## src/rtl/distance_tick_gen_if.sv

```systemverilog
// -----------------------------------------------------------------------------
// distance_tick_gen_if
// Bundles the speed/run/clear controls and the tick/status outputs of the
// treadmill distance tick generator. Clock and reset stay plain module ports.
//
// Signals:
//   speed      8  belt speed in 0.1 km/h units (master -> slave)
//   run        1  1 = belt running, 0 = paused  (master -> slave)
//   clear      1  synchronous session clear     (master -> slave)
//   dist_tick  1  one-cycle pulse per 10 m      (slave -> master)
//   state      2  00 IDLE, 01 RUN, 10 PAUSED    (slave -> master)
//   moving     1  RUN with a non-zero speed_q   (slave -> master)
//   speed_q    8  speed latched at last sample  (slave -> master)
// -----------------------------------------------------------------------------
interface distance_tick_gen_if;
   logic [7:0] speed;
   logic       run;
   logic       clear;
   logic       dist_tick;
   logic [1:0] state;
   logic       moving;
   logic [7:0] speed_q;

   modport master (
      output speed,
      output run,
      output clear,
      input  dist_tick,
      input  state,
      input  moving,
      input  speed_q
   );

   modport slave (
      input  speed,
      input  run,
      input  clear,
      output dist_tick,
      output state,
      output moving,
      output speed_q
   );
endinterface

```

## src/rtl/distance_tick_gen.sv

```systemverilog
// -----------------------------------------------------------------------------
// distance_tick_gen
// Converts belt speed into one-cycle distance ticks (one per 10 m) for the
// downstream BCD distance counter. A prescaler produces a sample strobe every
// SAMPLE_DIV clocks while running; at each sample the speed is added into a
// phase accumulator and a tick is issued whenever it crosses STEP_THRESHOLD,
// keeping the remainder so fractional distance carries exactly.
//
// Ports:
//   clock    in   system clock, rising edge
//   reset_n  in   asynchronous active-low reset
//   bus      slave modport of distance_tick_gen_if (speed, run, clear in;
//            dist_tick, state, moving, speed_q out)
//
// Build option:
//   SPEED_CLAMP_EN  when defined, the sampled speed is limited to MAX_SPEED
//                   before accumulation and before it is shown on speed_q.
// -----------------------------------------------------------------------------
module distance_tick_gen #(
   parameter int         SAMPLE_DIV     = 50000,
   parameter int         STEP_THRESHOLD = 360000,
   parameter int         ACC_W          = 20,
   parameter logic [7:0] MAX_SPEED      = 8'd200
) (
   input  logic                 clock,
   input  logic                 reset_n,
   distance_tick_gen_if.slave   bus
);

   typedef enum logic [1:0] {
      ST_IDLE   = 2'b00,
      ST_RUN    = 2'b01,
      ST_PAUSED = 2'b10
   } state_t;

   localparam int               PRE_W    = $clog2(SAMPLE_DIV);
   localparam logic [PRE_W-1:0] PRE_LAST = PRE_W'(SAMPLE_DIV - 1);
   localparam logic [PRE_W-1:0] PRE_ONE  = PRE_W'(1'b1);
   localparam logic [PRE_W-1:0] PRE_ZERO = {PRE_W{1'b0}};
   localparam logic [ACC_W:0]   THRESH   = (ACC_W + 1)'(STEP_THRESHOLD);
   localparam logic [ACC_W-1:0] ACC_ZERO = {ACC_W{1'b0}};

`ifdef SPEED_CLAMP_EN
   localparam logic CLAMP_ON = 1'b1;
`else
   localparam logic CLAMP_ON = 1'b0;
`endif

   state_t           state_r;
   logic [PRE_W-1:0] presc_r;
   logic [ACC_W-1:0] acc_r;
   logic [7:0]       speed_q_r;
   logic             tick_r;
   logic             moving_r;

   logic [7:0]       speed_eff_s;
   logic [ACC_W:0]   sum_s;
   logic             over_s;
   logic [ACC_W-1:0] acc_next_s;

   // Sample datapath: effective (optionally clamped) speed, widened sum and remainder.
   always_comb begin
      speed_eff_s = bus.speed;
      if (CLAMP_ON && (bus.speed > MAX_SPEED)) begin
         speed_eff_s = MAX_SPEED;
      end else begin
         speed_eff_s = bus.speed;
      end
      // One extra bit so accumulator + speed can never wrap before the compare.
      sum_s  = {1'b0, acc_r} + {{(ACC_W - 7){1'b0}}, speed_eff_s};
      over_s = (sum_s >= THRESH);
      if (over_s) begin
         acc_next_s = ACC_W'(sum_s - THRESH);
      end else begin
         acc_next_s = ACC_W'(sum_s);
      end
   end

   // Run/pause/idle FSM with prescaler, accumulator and registered outputs.
   always_ff @(posedge clock or negedge reset_n) begin
      if (!reset_n) begin
         state_r   <= ST_IDLE;
         presc_r   <= PRE_ZERO;
         acc_r     <= ACC_ZERO;
         speed_q_r <= 8'd0;
         tick_r    <= 1'b0;
         moving_r  <= 1'b0;
      end else if (bus.clear) begin
         // Clear wins over a coinciding sample edge: no tick is produced.
         state_r   <= ST_IDLE;
         presc_r   <= PRE_ZERO;
         acc_r     <= ACC_ZERO;
         speed_q_r <= 8'd0;
         tick_r    <= 1'b0;
         moving_r  <= 1'b0;
      end else begin
         tick_r <= 1'b0;
         case (state_r)
            ST_IDLE: begin
               if (bus.run) begin
                  state_r  <= ST_RUN;
                  moving_r <= (speed_q_r != 8'd0);
               end else begin
                  state_r  <= ST_IDLE;
                  moving_r <= 1'b0;
               end
            end
            ST_RUN: begin
               if (!bus.run) begin
                  // Pausing on a sample boundary skips that sample; the
                  // prescaler keeps its value so it fires right after resume.
                  state_r  <= ST_PAUSED;
                  moving_r <= 1'b0;
               end else if (presc_r == PRE_LAST) begin
                  state_r   <= ST_RUN;
                  presc_r   <= PRE_ZERO;
                  speed_q_r <= speed_eff_s;
                  acc_r     <= acc_next_s;
                  tick_r    <= over_s;
                  moving_r  <= (speed_eff_s != 8'd0);
               end else begin
                  state_r  <= ST_RUN;
                  presc_r  <= presc_r + PRE_ONE;
                  moving_r <= (speed_q_r != 8'd0);
               end
            end
            ST_PAUSED: begin
               if (bus.run) begin
                  state_r  <= ST_RUN;
                  moving_r <= (speed_q_r != 8'd0);
               end else begin
                  state_r  <= ST_PAUSED;
                  moving_r <= 1'b0;
               end
            end
            default: begin
               // Unreachable encoding: recover to a clean idle session.
               state_r   <= ST_IDLE;
               presc_r   <= PRE_ZERO;
               acc_r     <= ACC_ZERO;
               speed_q_r <= 8'd0;
               tick_r    <= 1'b0;
               moving_r  <= 1'b0;
            end
         endcase
      end
   end

   assign bus.dist_tick = tick_r;
   assign bus.state     = state_r;
   assign bus.moving    = moving_r;
   assign bus.speed_q   = speed_q_r;

endmodule
```

## src/flat_wrapper.sv

```systemverilog
// flat-port wrapper written by rule: the top's interface ports become plain ports
module distance_tick_gen_flat 
#(
   parameter int         SAMPLE_DIV     = 50000,
   parameter int         STEP_THRESHOLD = 360000,
   parameter int         ACC_W          = 20,
   parameter logic [7:0] MAX_SPEED      = 8'd200
)
  (clock, reset_n, bus_speed, bus_run, bus_clear, bus_dist_tick, bus_state, bus_moving, bus_speed_q);
  distance_tick_gen_if bus_i ();
  input  logic clock;
  input  logic reset_n;
  input wire logic [$bits(bus_i.speed)-1:0] bus_speed;
  input wire logic [$bits(bus_i.run)-1:0] bus_run;
  input wire logic [$bits(bus_i.clear)-1:0] bus_clear;
  output wire logic [$bits(bus_i.dist_tick)-1:0] bus_dist_tick;
  output wire logic [$bits(bus_i.state)-1:0] bus_state;
  output wire logic [$bits(bus_i.moving)-1:0] bus_moving;
  output wire logic [$bits(bus_i.speed_q)-1:0] bus_speed_q;
  assign bus_i.speed = bus_speed;
  assign bus_i.run = bus_run;
  assign bus_i.clear = bus_clear;
  assign bus_dist_tick = bus_i.dist_tick;
  assign bus_state = bus_i.state;
  assign bus_moving = bus_i.moving;
  assign bus_speed_q = bus_i.speed_q;
  distance_tick_gen #(.SAMPLE_DIV(SAMPLE_DIV), .STEP_THRESHOLD(STEP_THRESHOLD), .ACC_W(ACC_W), .MAX_SPEED(MAX_SPEED)) u_core (.clock(clock), .reset_n(reset_n), .bus(bus_i));
endmodule
```

## config.mk

```make
export PLATFORM = sky130hd
export DESIGN_NAME = distance_tick_gen_flat
export DESIGN_NICKNAME = d
export VERILOG_FILES = /design/src/rtl/distance_tick_gen_if.sv /design/src/rtl/distance_tick_gen.sv /design/src/flat_wrapper.sv
export SDC_FILE = /design/constraint.sdc
export NUM_CORES = 1
export LEC_CHECK = 0
export ABC_CLOCK_PERIOD_IN_PS = 3880
export CORE_UTILIZATION = 62
export CTS_BUF_LIST = sky130_fd_sc_hd__clkbuf_4
export CTS_CLUSTER_DIAMETER = 80
export DETAILED_ROUTE_END_ITERATION = 16
export GPL_ROUTABILITY_DRIVEN = 1
export PLACE_DENSITY = 0.83
export SLEW_MARGIN = 20
export SYNTH_ARGS = -nofsm -noshare
export SYNTH_HDL_FRONTEND = slang
export SYNTH_SLANG_ARGS = --single-unit
```

## constraint.sdc

```tcl
create_clock -name clock -period 3.88 [get_ports clock]
set_clock_uncertainty 0.05 [all_clocks]
set_input_delay 0.388 -clock clock [delete_from_list [all_inputs] [get_ports clock]]
set_output_delay 0.388 -clock clock [all_outputs]
set_load 0.01 [all_outputs]
```

==> qor.yml <==
status: "complete, no violations"
synth-seq-area-share_pct: 33.90
ir_worst_vdd_mv: 0.2084
synth_edf_count: 0
cts_made_buffers: 5
design.core.area_um2: 5507
syn-num-nets: 444
path_clk_slew_ps: 160
hpwl_mm: 7.313
ys_async_sr_fraction_pct: 100.0
crit_slowest_cell: "or4b_1"
leakagePower_nw: 1.813
syn_inst: 416
busiest_layer: "met2"
grtUsageTotal_pct: 34.47
avgSynthCellArea_um2: 8.518
crit_path_start_kind: "input pin"
ys.flop_type: "dfrtp_1"
nets: 512
antenna_cells: 0
final.setup.worst_slack_ps: 131.5
slew_viol_final: 0
timing.hold.ws_ps: 460.8
cp-end-kind: "flop"
worst_pin_slew_ps: 626.4
crit_required_ps: 4170
critPathTopFamily: "simple AND/OR/NAND/NOR gates"
synthTopCellsByArea: "dfrtp_1, ha_1, nand2_1"
yosysTopAreaCell: "dfrtp_1"
ys_warn_count: 0
r2r_end: "u_core.acc_r[18]"
path_max_fanout: 6
rsz0062_at_grt: "true"
clock-sinks: 48
antenna_found_initial: 0
finalPower_uw: 885.9
cts_tree: "built"
grt_max_degree: 49
port_buffers: 23
drc: 0
routed_wl_mm: 9.847
rrSetupSlack_ps: 190
crit_arrival_ps: 4030
final-setup-viol-count: 0
p_per_area_nw_per_um2: 208.4
finalWeightedCongestion: 0.9779
dr.first_iter.drc_count: 227
ios: 24
overflow: 0
fillers: 399
die_area_um2: 6022
path_cells: "clkdlybuf4s50_1 > ha_1 > fa_1 > a211oi_2 > o21ai_1 > xor2_1 > ha_1 > nand3_1 > or4b_1 > nand4_1 > nand4_2 > and2_2 > or2_1 > a211o_1 > nand2_1"
crit_path_start: "bus_speed[0]"
fmax_ghz: 0.2668
layout_worst_path_cycle_share_pct: 96.61
crit_type: "input pin to flop"
met1_usage_pct: 45.28
dp_cells: 547
dr.pass1.iters: 5
start_util_pct: 64.35
r2r-start: "u_core.acc_r[0]"
num_rows: 27
critPathMaxStageDelay_ps: 480
synth_area_um2: 3543
die_w_um: 77.60
postPlaceCellArea_um2: 4165
synth_top_area_share_pct: 33.90
h-tree-depth: 2
min_path_cells: 2
syn2layout_area_growth_pct: 19.99
use_met3_pct: 5.412
clock_path_buffers: 2
period_minus_slack_ps: 3748
vias: 3611
grt_pass1_wl_mm: 16.39
layout-drive-gt1-share_pct: 17.11
wl_per_cell_um: 17.68
pre_cts_slack_ps: -246.2
via_per_inst: 6.483
met2_usage_pct: 56.46
stdcell_count: 557
rr_worst_depth: 14
critPathBufInv: 1
grt_pass1_vias: 3499
clock_latency_ps: 380
crit_end: "u_core.acc_r[18]"
root_buffer: "clkbuf_4"
antenna_left: 0
drv_cap: 0
hp-class: "flop to flop"
critical_path_depth: 15
die_h_um: 77.60
max_slew_margin_pct: 58.24
ys_types: 67
cpMostUsedCell: "ha_1"
postLayoutCellArea_um2: 4252
timing.final.hold_violations: 0
synth-seq-cells: 48
==> worst min-delay path by stage <==
stage	start	to	slack, ps
after floorplan	reset_n	u_core.acc_r[0]	40
after global routing	u_core.presc_r[7]	u_core.presc_r[7]	480
after CTS	reset_n	u_core.bus.speed_q[5]	180
after detailed placement	u_core.presc_r[7]	u_core.presc_r[7]	430
after global placement	u_core.acc_r[6]	u_core.acc_r[6]	420
final	u_core.acc_r[6]	u_core.acc_r[6]	460
==> where the power goes <==
part | internal, mW | total, mW | switching, mW
sequential | 0.503 | 0.506 | 0.00295
clock | 0.0706 | 0.254 | 0.183
combinational | 0.0506 | 0.126 | 0.0751
==> per-stage QoR <==
stage	utilization [%]	setup TNS (ps)
6_report	77.21	0
5_1_grt	77.21	-408.1
4_1_cts	76.64	0
3_5_place_dp	75.64	-2464
3_3_place_gp	75.64	-656.3
2_1_floorplan	-	0
==> cell usage after synthesis (3+ instances only) <==
| cell | n |
|---|---|
| a211oi_2 | 3 |
| a21oi_1 | 16 |
| a22o_1 | 12 |
| a31oi_1 | 3 |
| a41oi_1 | 3 |
| and2_1 | 7 |
| and3_1 | 14 |
| buf_2 | 4 |
| buf_6 | 3 |
| clkbuf_1 | 8 |
| dfrtp_1 | 48 |
| ha_1 | 15 |
| inv_1 | 10 |
| nand2_1 | 50 |
| nand2b_1 | 4 |
| nand3_1 | 21 |
| nand4_1 | 10 |
| nor2_1 | 30 |
| nor3_1 | 12 |
| nor3b_1 | 4 |
| nor4_1 | 9 |
| o211ai_1 | 7 |
| o21ai_0 | 35 |
| o21ai_1 | 4 |
| o31ai_1 | 6 |
| or3_1 | 4 |
| xnor2_1 | 13 |
| xor2_1 | 8 |
==> cell type report <==
class                   instances  area (µm²)  share of cell area, %
well taps                      72       90.09                  2.119
multi-input cells             340        2221                  52.24
clock buffers                   5       37.54                 0.8829
flip-flops and latches         48        1201                  28.25
repair buffers                 78       643.1                  15.13
clock inverters                 3       17.52                 0.4120
inverters                      11       41.29                 0.9712
==> registers in the layout, indices dropped and copies added (netlist names) <==
signal / count
u_core.bus.moving: 1
u_core.bus.state: 2
u_core.presc_r: 16
u_core.bus.dist_tick: 1
u_core.acc_r: 20
u_core.bus.speed_q: 8
==> layer usage <==
layer	wire, µm	part of all wire [%]
met5	0	0
met3	593	6.0
met2	4723	48
met1	4274	43
met4	255	2.6
==> cell families (layout without fill, tap and decap cells) <==
group	after synthesis	after routing	share of synthesized area, %
and+or+nand+nor	182	182	26.48
AOI/OAI and AO/OA	119	119	24.12
DFF	48	48	33.90
buffers and inverters	28	97	3.884
xor gates and xnor gates	21	21	5.191
adders and majority gates	16	16	5.862
muxes	2	2	0.5650
==> placed cells by master, fill, tap and decap left out, types with 3 or more instances in the layout <==
cell,count
nand2b_1,4
nor4_1,9
nor3_2,3
dfrtp_1,48
o211ai_1,7
ha_1,15
nand2_1,50
nor2_1,30
a211oi_2,3
clkdlybuf4s50_1,22
a21oi_1,16
a41oi_1,3
nor3b_1,4
nor3_1,11
and3_1,14
a31oi_1,3
clkbuf_4,5
buf_4,55
nand4_1,10
o31ai_1,4
or3_1,4
xor2_1,8
and2_1,6
xnor2_1,13
nand3_1,21
a22o_1,12
inv_1,10
o21ai_0,34
o21ai_1,5
==> timing repair <==
| action | in CTS | in global routing |
|---|---|---|
| setup endpoints to repair | 0 | 9 |
| hold buffers | 0 | 1 |
| hold endpoints to repair | 0 | 13 |
| buffers inserted | 0 | 1 |
| resized for setup | 0 | 4 |
==> worst register-to-register path, delay by kind of cell (launching register included) <==
kind                       cells  cell delay, ps
and+or+nand+nor                7            1440
xor gates and xnor gates       1             240
adders and majority gates      3             810
DFF                            1             410
AOI/OAI and AO/OA              3             690
(Power assumes the default switching activity.)
